[src/rtl/cpu_pipe_pkg.sv]
// ---------------------------------------------------------------------------
// cpu_pipe_pkg
//   Shared constants and helpers for the CPU pipeline registers.
//   - NOP_INSTR : bubble encoding for instruction-carrying stages
//   - PC_RESET  : program counter value after reset
//   - CNT_W     : width of the optional stall/flush performance counters
//   - stage_op_e / decode_op : resolves clr > flush > stall > load priority
//     once, so every stage cell applies the same rule.
// ---------------------------------------------------------------------------
package cpu_pipe_pkg;

  localparam logic [31:0] NOP_INSTR = 32'h0000_0000;
  localparam logic [31:0] PC_RESET  = 32'h0000_0000;
  localparam int          CNT_W     = 32;

  typedef enum logic [1:0] {
    OP_CLR   = 2'd0,
    OP_FLUSH = 2'd1,
    OP_HOLD  = 2'd2,
    OP_LOAD  = 2'd3
  } stage_op_e;

  function automatic stage_op_e decode_op(input logic clr,
                                          input logic flush,
                                          input logic stall);
    if (clr)   return OP_CLR;
    if (flush) return OP_FLUSH;
    if (stall) return OP_HOLD;
    return OP_LOAD;
  endfunction

endpackage

[src/rtl/pipe_stage_cell.sv]
// ---------------------------------------------------------------------------
// pipe_stage_cell
//   One pipeline stage: a WIDTH-bit data register plus its valid bit.
//   Priority on each rising edge: clr > flush > stall (hold) > load.
// Ports
//   clk      in   rising-edge clock
//   clr      in   synchronous reset, active-high (data <= RESET_VAL, valid <= 0)
//   flush    in   bubble insert (data <= BUBBLE_VAL, valid <= 0)
//   stall    in   hold current contents
//   data_i   in   WIDTH  data to load
//   valid_i  in   valid tag of data_i
//   data_o   out  WIDTH  registered data
//   valid_o  out  registered valid bit
// ---------------------------------------------------------------------------
module pipe_stage_cell
  import cpu_pipe_pkg::*;
#(
  parameter int unsigned      WIDTH      = 32,
  parameter logic [WIDTH-1:0] RESET_VAL  = '0,
  parameter logic [WIDTH-1:0] BUBBLE_VAL = '0
) (
  input  logic             clk,
  input  logic             clr,
  input  logic             flush,
  input  logic             stall,
  input  logic [WIDTH-1:0] data_i,
  input  logic             valid_i,
  output logic [WIDTH-1:0] data_o,
  output logic             valid_o
);

  logic [WIDTH-1:0] data_q,  data_d;
  logic             valid_q, valid_d;

  always_comb begin
    // NOTE: every comb output gets a default before the case, so no path
    // leaves it unassigned and no latch is inferred.
    data_d  = data_q;
    valid_d = valid_q;
    unique case (decode_op(clr, flush, stall))
      OP_CLR: begin
        data_d  = RESET_VAL;
        valid_d = 1'b0;
      end
      OP_FLUSH: begin
        data_d  = BUBBLE_VAL;
        valid_d = 1'b0;
      end
      OP_HOLD: ;
      OP_LOAD: begin
        // Data is captured whether or not it is valid; valid only tags it.
        data_d  = data_i;
        valid_d = valid_i;
      end
    endcase
  end

  // NOTE: state registers use non-blocking assignment so all stages sample
  // their neighbours' old values on the same edge and the chain shifts.
  always_ff @(posedge clk) begin
    data_q  <= data_d;
    valid_q <= valid_d;
  end

  assign data_o  = data_q;
  assign valid_o = valid_q;

endmodule

[src/rtl/pipe_stage_reg.sv]
// ---------------------------------------------------------------------------
// pipe_stage_reg
//   DEPTH-deep chain of WIDTH-bit pipeline registers with per-stage valid
//   bits, shared stall (hold) and shared flush (bubble insert). Used between
//   CPU pipeline stages and as the PC register; the hazard unit drives
//   stall/flush. Latency is DEPTH cycles plus one per stall cycle.
// Ports
//   clk        in   rising-edge clock
//   clr        in   synchronous reset, active-high
//   d          in   WIDTH  stage-0 input data
//   in_valid   in   d carries a real instruction/value
//   stall      in   hold all stages this cycle
//   flush      in   replace all stages with bubbles this cycle
//   q          out  WIDTH  data of last stage
//   out_valid  out  valid bit of last stage
//   busy       out  OR of all stage valid bits (combinational from flops)
// Optional (macro PIPE_STAGE_PERF_CNT_EN defined)
//   stall_cnt  out  CNT_W  edges with stall && !flush && !clr, saturating
//   flush_cnt  out  CNT_W  edges with flush && !clr, saturating
// ---------------------------------------------------------------------------
module pipe_stage_reg
  import cpu_pipe_pkg::*;
#(
  parameter int unsigned      WIDTH      = 32,
  parameter int unsigned      DEPTH      = 1,
  parameter logic [WIDTH-1:0] RESET_VAL  = '0,
  parameter logic [WIDTH-1:0] BUBBLE_VAL = WIDTH'(NOP_INSTR)
) (
  input  logic             clk,
  input  logic             clr,
  input  logic [WIDTH-1:0] d,
  input  logic             in_valid,
  input  logic             stall,
  input  logic             flush,
  output logic [WIDTH-1:0] q,
  output logic             out_valid,
  output logic             busy
`ifdef PIPE_STAGE_PERF_CNT_EN
  ,
  output logic [CNT_W-1:0] stall_cnt,
  output logic [CNT_W-1:0] flush_cnt
`endif
);

  logic [WIDTH-1:0] stage_data [DEPTH];
  logic [DEPTH-1:0] stage_valid;

  for (genvar i = 0; i < DEPTH; i++) begin : g_stage
    logic [WIDTH-1:0] cell_data;
    logic             cell_valid;

    if (i == 0) begin : g_head
      assign cell_data  = d;
      assign cell_valid = in_valid;
    end else begin : g_body
      assign cell_data  = stage_data[i-1];
      assign cell_valid = stage_valid[i-1];
    end

    pipe_stage_cell #(
      .WIDTH      (WIDTH),
      .RESET_VAL  (RESET_VAL),
      .BUBBLE_VAL (BUBBLE_VAL)
    ) u_cell (
      .clk     (clk),
      .clr     (clr),
      .flush   (flush),
      .stall   (stall),
      .data_i  (cell_data),
      .valid_i (cell_valid),
      .data_o  (stage_data[i]),
      .valid_o (stage_valid[i])
    );
  end

  assign q         = stage_data[DEPTH-1];
  assign out_valid = stage_valid[DEPTH-1];
  assign busy      = |stage_valid;

`ifdef PIPE_STAGE_PERF_CNT_EN
  logic [CNT_W-1:0] stall_cnt_q, stall_cnt_d;
  logic [CNT_W-1:0] flush_cnt_q, flush_cnt_d;

  // Counters stick at all-ones rather than wrapping.
  always_comb begin
    stall_cnt_d = stall_cnt_q;
    flush_cnt_d = flush_cnt_q;
    if (clr) begin
      stall_cnt_d = '0;
      flush_cnt_d = '0;
    end else begin
      if (stall && !flush && (stall_cnt_q != '1)) stall_cnt_d = stall_cnt_q + 1'b1;
      if (flush && (flush_cnt_q != '1))           flush_cnt_d = flush_cnt_q + 1'b1;
    end
  end

  always_ff @(posedge clk) begin
    stall_cnt_q <= stall_cnt_d;
    flush_cnt_q <= flush_cnt_d;
  end

  assign stall_cnt = stall_cnt_q;
  assign flush_cnt = flush_cnt_q;
`endif

endmodule
[config.mk]
export PLATFORM = sky130hd
export DESIGN_NAME = pipe_stage_reg
export DESIGN_NICKNAME = d
export VERILOG_FILES = /design/src/rtl/cpu_pipe_pkg.sv /design/src/rtl/pipe_stage_cell.sv /design/src/rtl/pipe_stage_reg.sv
export SDC_FILE = /design/constraint.sdc
export NUM_CORES = 1
export LEC_CHECK = 0
export BUFFER_PORTS_ARGS = -buffer_cell sky130_fd_sc_hd__buf_2
export CAP_MARGIN = 20
export CORE_MARGIN = 2
export CORE_UTILIZATION = 47
export DETAILED_ROUTE_END_ITERATION = 7
export PLACE_DENSITY = 0.87
export SLEW_MARGIN = 5
export SYNTH_ARGS = -nofsm -noshare
export SYNTH_HDL_FRONTEND = slang
export SYNTH_SLANG_ARGS = --single-unit
[constraint.sdc]
create_clock -name clk -period 1.9 [get_ports clk]
set_clock_uncertainty 0.15 [all_clocks]
set_input_delay 0.19 -clock clk [delete_from_list [all_inputs] [get_ports clk]]
set_output_delay 0.19 -clock clk [all_outputs]
set_load 0.01 [all_outputs]
==> results of run 1 <==
-- cells by family (layout without fill, tap and decap cells) --
kind of cell | Yosys count | in the layout
and+or+nand+nor | 34 | 34
buffers and inverters | 13 | 84
DFF | 33 | 33
-- through the flow --
stage | std cells | utilization, % | area, um2
6_report | 197 | 60.14 | 2007
3_3_place_gp | 189 | 58.61 | 1956
3_5_place_dp | 189 | 58.61 | 1956
4_1_cts | 197 | 60.14 | 2007
2_1_floorplan | 80 | - | 1635
5_1_grt | 197 | 60.14 | 2007
-- registers in the layout (all words and copies together) (netlist names) --
name	flops
g_stage.u_cell.data_o	32
g_stage.u_cell.valid_o	1
-- cell type report --
class / count / share of cell area (%)
clock inverter: 2 / 0.4988
tap: 46 / 2.868
clock buffer: 6 / 2.057
multi-input combinational: 34 / 25.50
timing repair buffer: 76 / 19.70
sequential: 33 / 49.38
-- cells in the final DEF, fill, tap and decap left out --
cell      synthesis  layout
nor4b_1           3       3
or3b_1            1       1
nor4b_2          27      27
nor4b_4           3       3
buf_2             1      70
buf_4             2       6
clkbuf_4          0       5
clkbuf_1          0       1
clkinv_2          0       2
edfxtp_1         33      33
-- worst paths after layout --
path | to | slack (ns) | cells past startpoint
max | q[23] | 0.70 | 1
min | g_stage[0].u_cell.data_o[6]$_SDFFCE_PP0P_ | 0.09 | 2
-- power by group --
group          internal, mW  leakage, nW  total (mW)  switching (mW)
logic                0.0929        0.431       0.207           0.114
registers             0.844        0.379       0.854          0.0102
clock network         0.141       0.0320       0.349           0.208
total                  1.08        0.842        1.41           0.333
-- routing by layer --
layer | up-vias | routed length, um | part of all wire, % | track usage, %
met5 | - | 0 | 0 | 0
met4 | 0 | 14 | 0.50 | 4.167
met3 | 2 | 233 | 8.3 | 7.748
met2 | 44 | 1424 | 51 | 24.07
met1 | 448 | 1129 | 40 | 17.72
li1 | 471 | - | - | -
==> impl_metrics.yaml, run 1 <==
layout:
  nNetsFinal: 187
  num-fill-cells: 253
  drive_above_1_share_pct: 74.83
  syn_to_final_growth_pct: 22.72
  multi_input_area_um2: 511.7
  antenna_cells: 0
  ff_latch_area_um2: 991.0
timing:
  timing.fmax_ghz: 0.8357
  fin_hold_ws_ns: 0.09021
  rsz0062_at_grt: "false"
  slew_headroom_pct: 63.62
  setup_slack_ns: 0.7034
  final.setup.tns_ns: 0
  hold_violations: 0
  fin_crit_sh_pct: 62.98
  fin_crit_ns: 1.197
  maxSlewViolCount: 0
  worst_pin_slew_ns: 0.5457
  setup_viol: 0
die:
  initial_core_util_pct: 49.01
  die_h_um: 62.99
  die_x_um: 62.99
  io_pins: 71
  core_um2: 3337
  rows: 21
  die_area_um2: 3967
global_route:
  grt_first_pass_wirelength_mm: 4.457
  track_usage_pct: 15.04
  grt_overflow_total: 0
  antenna_found_initial: 0
  grt_max_degree: 34
  grt_pass1_vias: 943
place:
  port_buffers: 70
  hpwl_mm: 1.962
  pre_cts_ws_ns: 0.5657
  gp_congestion: 0.6676
logic_synthesis:
  async_flop_share_pct: 0
  yosys.area_share.simple_pct: 31.29
  synth_area_um2: 1635
  synth_common_cells: "33 x edfxtp_1, 27 x nor4b_2, 10 x buf_6"
  syn_avg_cell_area_um2: 20.44
  ys_ff_latch: 33
  yosys.area.top_type: "edfxtp_1"
  synth_top_family_by_area: "simple AND/OR/NAND/NOR gates"
  synth_area_leaders: "edfxtp_1 61%, nor4b_2 25%, buf_6 6.9%"
  synth-compound-area-share_pct: 0
  synth_fa_ha_area_share_pct: 0
  synth_top_area_share_pct: 60.60
  synth_warnings: 0
  synth-edff-count: 33
  synthMuxAreaShare_pct: 0
  synth_xor_area_share_pct: 0
  syn_inst: 80
  yosys.cell_count.top_type: "edfxtp_1"
  synth.net_count: 117
  synthDistinctLibCells: 8
  synth_ff_type: "edfxtp_1"
  ys_seq_area_share_pct: 60.60
clock_network:
  cts.sinks: 33
  ctsResizeCount: 0
  postCtsSetupRepairBufs: 0
  cts_root_buf: "clkbuf_4"
  clkSlewWorstSetupHoldPaths_ns: 0.10
  h-tree-depth: 2
  cts_buffers: 5
  tritoncts: "yes"
  cts_hold_buf: 0
  clock_path_buffers: 2
outcome:
  outcome: "complete, no violations"
detailed_routing:
  viasPerCell: 4.898
  first_iter_violations: 39
  via_count: 965
  wl_per_cell_um: 14.22
  drt_pass1_iterations: 4
  drt-total-wl_mm: 2.802
  ant_nets: 0
  drc_errors: 0
setup_path:
  crit_path_max_fanout: 1
  startpoint_type: "flip-flop"
  cp_num_buf_inv: 1
  cp_slowest_cell: "edfxtp_1"
  criticalPathCategory: "reg -> out"
  critPathLaunch: "g_stage[0].u_cell.data_o[23]$_SDFFCE_PP0P_"
  critPathMaxStageDelay_ns: 0.39
  endpoint_kind: "output port"
  required_ns: 1.56
  path_delay_family: "flip-flops"
  crit_arrival_ns: 0.86
  path_cells: "buf_2"
worst_hold_path:
  hold_path.class: "in -> reg"
  hp-start: "d[6]"
power_and_ir_drop:
  finalPower_mw: 1.410
  max-vdd-ir-drop_mv: 0.4556
  power_per_cell_area_nw_per_um2: 702.6
  p_leak_nw: 0.8417
flow_run:
  cap_viol_max_count: 0
Note: power is estimated with default switching activity, not from simulation.
==> inputs of run 2 (changes only) <==
- clock period: 1.9 -> 1.2 ns (I/O delays scaled with it)
==> run 2 against run 1 <==
Against the previous run:
- clock power rose by 62%
- worst setup slack got worse by 0.64 ns
- final area fell by 1.1%
- core utilization fell by 0.67 points
- critical path type unchanged
==> impl_metrics.yaml, run 2 (synthesis results as in run 1) <==
power_and_ir_drop:
  finalPower_mw: 2.239
  p_int_mw: 1.713
  power_switching_mw: 0.5264
  p_leak_nw: 0.8235
  p_clk_share_pct: 25.2
  switching_share_pct: 23.51
  max-vdd-ir-drop_mv: 0.7991
  seq_power_share_pct: 60.5
  power_per_cell_area_nw_per_um2: 1128
  combinationalPowerShare_pct: 14.4
layout:
  syn_to_final_growth_pct: 21.35
  drive_above_1_share_pct: 73.65
  final_cells: 194
  antenna_cells: 0
  largest_register_ffs: 32
  num-fill-cells: 277
  ff_latch_area_um2: 991.0
  layout_common_cells: "70 x buf_2, 33 x edfxtp_1, 27 x nor4b_2, 5 x clkbuf_4"
  multi_input_area_um2: 514.2
  fin_util_pct: 59.47
  nNetsFinal: 184
  final_common_cell: "buf_2"
setup_path:
  critPathMaxStageDelay_ns: 0.40
  path_delay_family: "flip-flops"
  crit_path_max_fanout: 1
  crit_arrival_ns: 0.87
  required_ns: 0.93
  startpoint_type: "flip-flop"
  cp_num_buf_inv: 1
  endpoint_kind: "output port"
  path_cells: "buf_2"
  criticalPathCategory: "reg -> out"
  cp_slowest_cell: "edfxtp_1"
timing:
  maxSlewViolCount: 0
  final.setup.tns_ns: 0
  worst_pin_slew_ns: 0.5517
  fin_crit_sh_pct: 94.72
  setup_slack_ns: 0.06338
  timing.fmax_ghz: 0.8798
  slew_headroom_pct: 63.22
  rsz0062_at_grt: "false"
  hold_violations: 0
  fin_crit_ns: 1.137
  setup_viol: 0
detailed_routing:
  drt_pass1_iterations: 4
  drt-total-wl_mm: 2.821
  via_count: 982
  ant_nets: 0
  first_iter_violations: 56
  drc_errors: 0
  viasPerCell: 5.062
  wl_per_cell_um: 14.54
clock_network:
  postCtsSetupRepairBufs: 0
  cts.sinks: 33
  h-tree-depth: 2
  clock_path_buffers: 2
  cts_hold_buf: 0
  ctsResizeCount: 0
  tritoncts: "yes"
  clkSlewWorstSetupHoldPaths_ns: 0.09
  cts_buffers: 5
  cts_root_buf: "clkbuf_4"
outcome:
  outcome: "complete, no violations"
worst_hold_path:
  hold_path.class: "in -> reg"
place:
  port_buffers: 70
  pre_cts_ws_ns: -0.1149
  gp_congestion: 0.6588
  placed_cells: 186
global_route:
  grt_max_degree: 34
  track_usage_pct: 14.96
  antenna_found_initial: 0
  grt_overflow_total: 0
  grt_pass1_vias: 1033
  grt_first_pass_wirelength_mm: 4.498
flow_run:
  cap_viol_max_count: 0
die:
  die_area_um2: 3967
  rows: 21
  initial_core_util_pct: 49.01
  io_pins: 71
  die_h_um: 62.99
  core_um2: 3337
  die_x_um: 62.99
-- run 2: cell count changes in the layout (fill, tap and decap cells not counted) --
| cell | delta |
|---|---|
| buf_4 | -3 |
| clkbuf_1 | +2 |
| clkinv_2 | -2 |
| or3b_1 | -1 |
| or3b_4 | +1 |
-- run 2: routing by layer --
layer	GRT usage [%]	wire (um)	vias to the layer above
met5	0	0	-
met4	7.500	35	0
met3	3.964	199	4
met2	26.86	1505	44
met1	16.05	1080	471
li1	-	-	463
-- run 2: per-stage QoR --
| stage | hold slack, ns | instance area (um2) |
|---|---|---|
| 4_1_cts | 0.002818 | 1984 |
| 3_5_place_dp | 0.3413 | 1936 |
| 6_report | 0.02065 | 1984 |
| 3_3_place_gp | 0.3346 | 1936 |
| 5_1_grt | 0.004799 | 1984 |
| 2_1_floorplan | 0.2496 | 1652 |
-- run 2: cell type report --
class,instances,share of cell area (%)
clock buffers,8,2.459
multi-input cells,34,25.91
flip-flops and latches,33,49.94
well taps,46,2.900
repair buffers,73,18.79
-- run 2: final timing paths --
path	depth (start not counted)	slack [ns]	from	to
worst min-delay path	2	0.02	d[0]	g_stage[0].u_cell.data_o[0]$_SDFFCE_PP0P_
worst max-delay path	1	0.06	g_stage[0].u_cell.data_o[22]$_SDFFCE_PP0P_	q[22]
-- run 2: power groups by stage --
stage	registers [mW]	clock network, mW	logic, mW
finish	1.35	0.564	0.322
detailed placement	1.38	0	0.326
global route	1.36	0.626	0.344
global placement	1.38	0	0.317
CTS	1.35	0.586	0.327
floorplan	1.42	0	0.184
==> inputs of run 3 (changes only) <==
- BUFFER_PORTS_ARGS: -buffer_cell sky130_fd_sc_hd__buf_2 -> -buffer_cell sky130_fd_sc_hd__buf_4
==> run 3 against run 2 <==
Against the previous run:
- global-route usage grew 1.5 points
- fmax shrank 2.0%
- sequential cell count is the same
- worst setup slack lost 0.023 ns
- final area grew 13%
- wire length grew 6.3%
- cell count grew 3.1%
- clock power shrank 0.9%
- critical endpoint is now busy
==> impl_metrics.yaml, run 3 (synthesis results as in run 1) <==
setup_path:
  endpoint_kind: "output port"
  crit_arrival_ns: 0.89
  criticalPathCategory: "reg -> out"
  path_cells: "buf_4"
  cp_num_buf_inv: 1
  crit_path_max_fanout: 2
  cp.depth: 1
  required_ns: 0.93
  startpoint_type: "flip-flop"
  cp_slowest_cell: "edfxtp_1"
  path_delay_family: "flip-flops"
  critPathMaxStageDelay_ns: 0.40
power_and_ir_drop:
  max-vdd-ir-drop_mv: 0.8216
  p_leak_nw: 0.8958
  power_per_cell_area_nw_per_um2: 1041
clock_network:
  tritoncts: "yes"
  clkSlewWorstSetupHoldPaths_ns: 0.10
  cts.sinks: 33
  clock_path_buffers: 2
  postCtsSetupRepairBufs: 0
  cts_buffers: 5
  h-tree-depth: 2
  cts_root_buf: "clkbuf_4"
detailed_routing:
  first_iter_violations: 30
  wl_per_cell_um: 14.99
  drt_pass1_iterations: 4
  drc_errors: 0
  via_count: 1032
  viasPerCell: 5.160
  drt-total-wl_mm: 2.998
  ant_nets: 0
global_route:
  grt_max_degree: 34
  grt_first_pass_wirelength_mm: 4.892
  grt_overflow_total: 0
  grt_pass1_vias: 1027
  antenna_found_initial: 0
  track_usage_pct: 16.49
timing:
  hold_violations: 0
  slew_headroom_pct: 62.67
  rsz0062_at_grt: "true"
  timing.fmax_ghz: 0.8622
  fin_crit_sh_pct: 96.65
  maxSlewViolCount: 0
  worst_pin_slew_ns: 0.5599
  setup_viol: 0
  final.setup.tns_ns: 0
  fin_crit_ns: 1.160
layout:
  num-fill-cells: 243
  fin_util_pct: 67.19
  layout_common_cells: "71 x buf_4, 33 x edfxtp_1, 27 x nor4b_2, 7 x dlygate4sd3_1, 5 x clkbuf_4"
  nNetsFinal: 191
  final_common_cell: "buf_4"
  largest_register_ffs: 32
  antenna_cells: 0
  syn_to_final_growth_pct: 37.11
  drive_above_1_share_pct: 70.78
worst_hold_path:
  worst_hold_path.endpoint: "g_stage[0].u_cell.data_o[21]$_SDFFCE_PP0P_"
  hp-start: "d[21]"
  hold_path.class: "in -> reg"
  hold_depth: 2
die:
  die_h_um: 62.99
  die_x_um: 62.99
  die_area_um2: 3967
  io_pins: 71
  rows: 21
  core_um2: 3337
  initial_core_util_pct: 49.01
place:
  port_buffers: 70
  hpwl_mm: 1.912
  gp_congestion: 0.6185
outcome:
  outcome: "complete, no violations"
flow_run:
  cap_viol_max_count: 0
-- run 3: worst max-delay path by stage --
stage / startpoint / endpoint
global placement: clr / g_stage[0].u_cell.data_o[16]$_SDFFCE_PP0P_
CTS: g_stage[0].u_cell.valid_o$_DFFE_PP_ / out_valid
floorplan: clr / g_stage[0].u_cell.data_o[0]$_SDFFCE_PP0P_
detailed placement: clr / g_stage[0].u_cell.data_o[15]$_SDFFCE_PP0P_
finish: g_stage[0].u_cell.valid_o$_DFFE_PP_ / busy
global route: g_stage[0].u_cell.valid_o$_DFFE_PP_ / out_valid
-- run 3: final cells by class --
| type | instances | area [um2] | area share (%) |
|---|---|---|---|
| Clock inverter | 1 | 3.754 | 0.1674 |
| Sequential cell | 33 | 991.0 | 44.20 |
| Timing Repair Buffer | 80 | 634.4 | 28.29 |
| Tap cell | 46 | 57.56 | 2.567 |
| Multi-Input combinational cell | 34 | 514.2 | 22.94 |
| Clock buffer | 6 | 41.29 | 1.842 |
-- run 3: timing repair --
item / CTS / global route
hold endpoints to repair: 6 / 1
gates resized for setup: 0 / 1
endpoints found under the setup margin: 0 / 3
hold buffers: 6 / 1
-- run 3: power breakdown --
part	leakage (nW)	internal [mW]	total, mW	switching, mW
Combinational	0.491	0.233	0.418	0.186
Clock	0.0258	0.212	0.559	0.346
Sequential	0.379	1.34	1.36	0.0204
-- run 3: metrics by stage --
stage / instance area, um2 / worst slack, ns / instances / hold WS, ns / total power [mW]
global placement: 2123 / -0.09993 / 186 / 0.3366 / 1.776
global route: 2242 / -0.004713 / 200 / 0.004184 / 2.434
detailed placement: 2123 / -0.1205 / 186 / 0.3452 / 1.787
CTS: 2228 / 0.02351 / 199 / 0.001850 / 2.353
finish: 2242 / 0.04022 / 200 / 0.005894 / 2.334
floorplan: 1652 / -0.03571 / 80 / 0.2496 / 1.605
-- run 3: layer usage --
metal  global-route usage [%]  wire length (um)  vias up
met2                    26.06              1563       47
met4                    5.833                42        0
met3                    7.387               273        4
met1                    19.88              1119      506
met5                        0                 0        -
li1                         -                 -      475
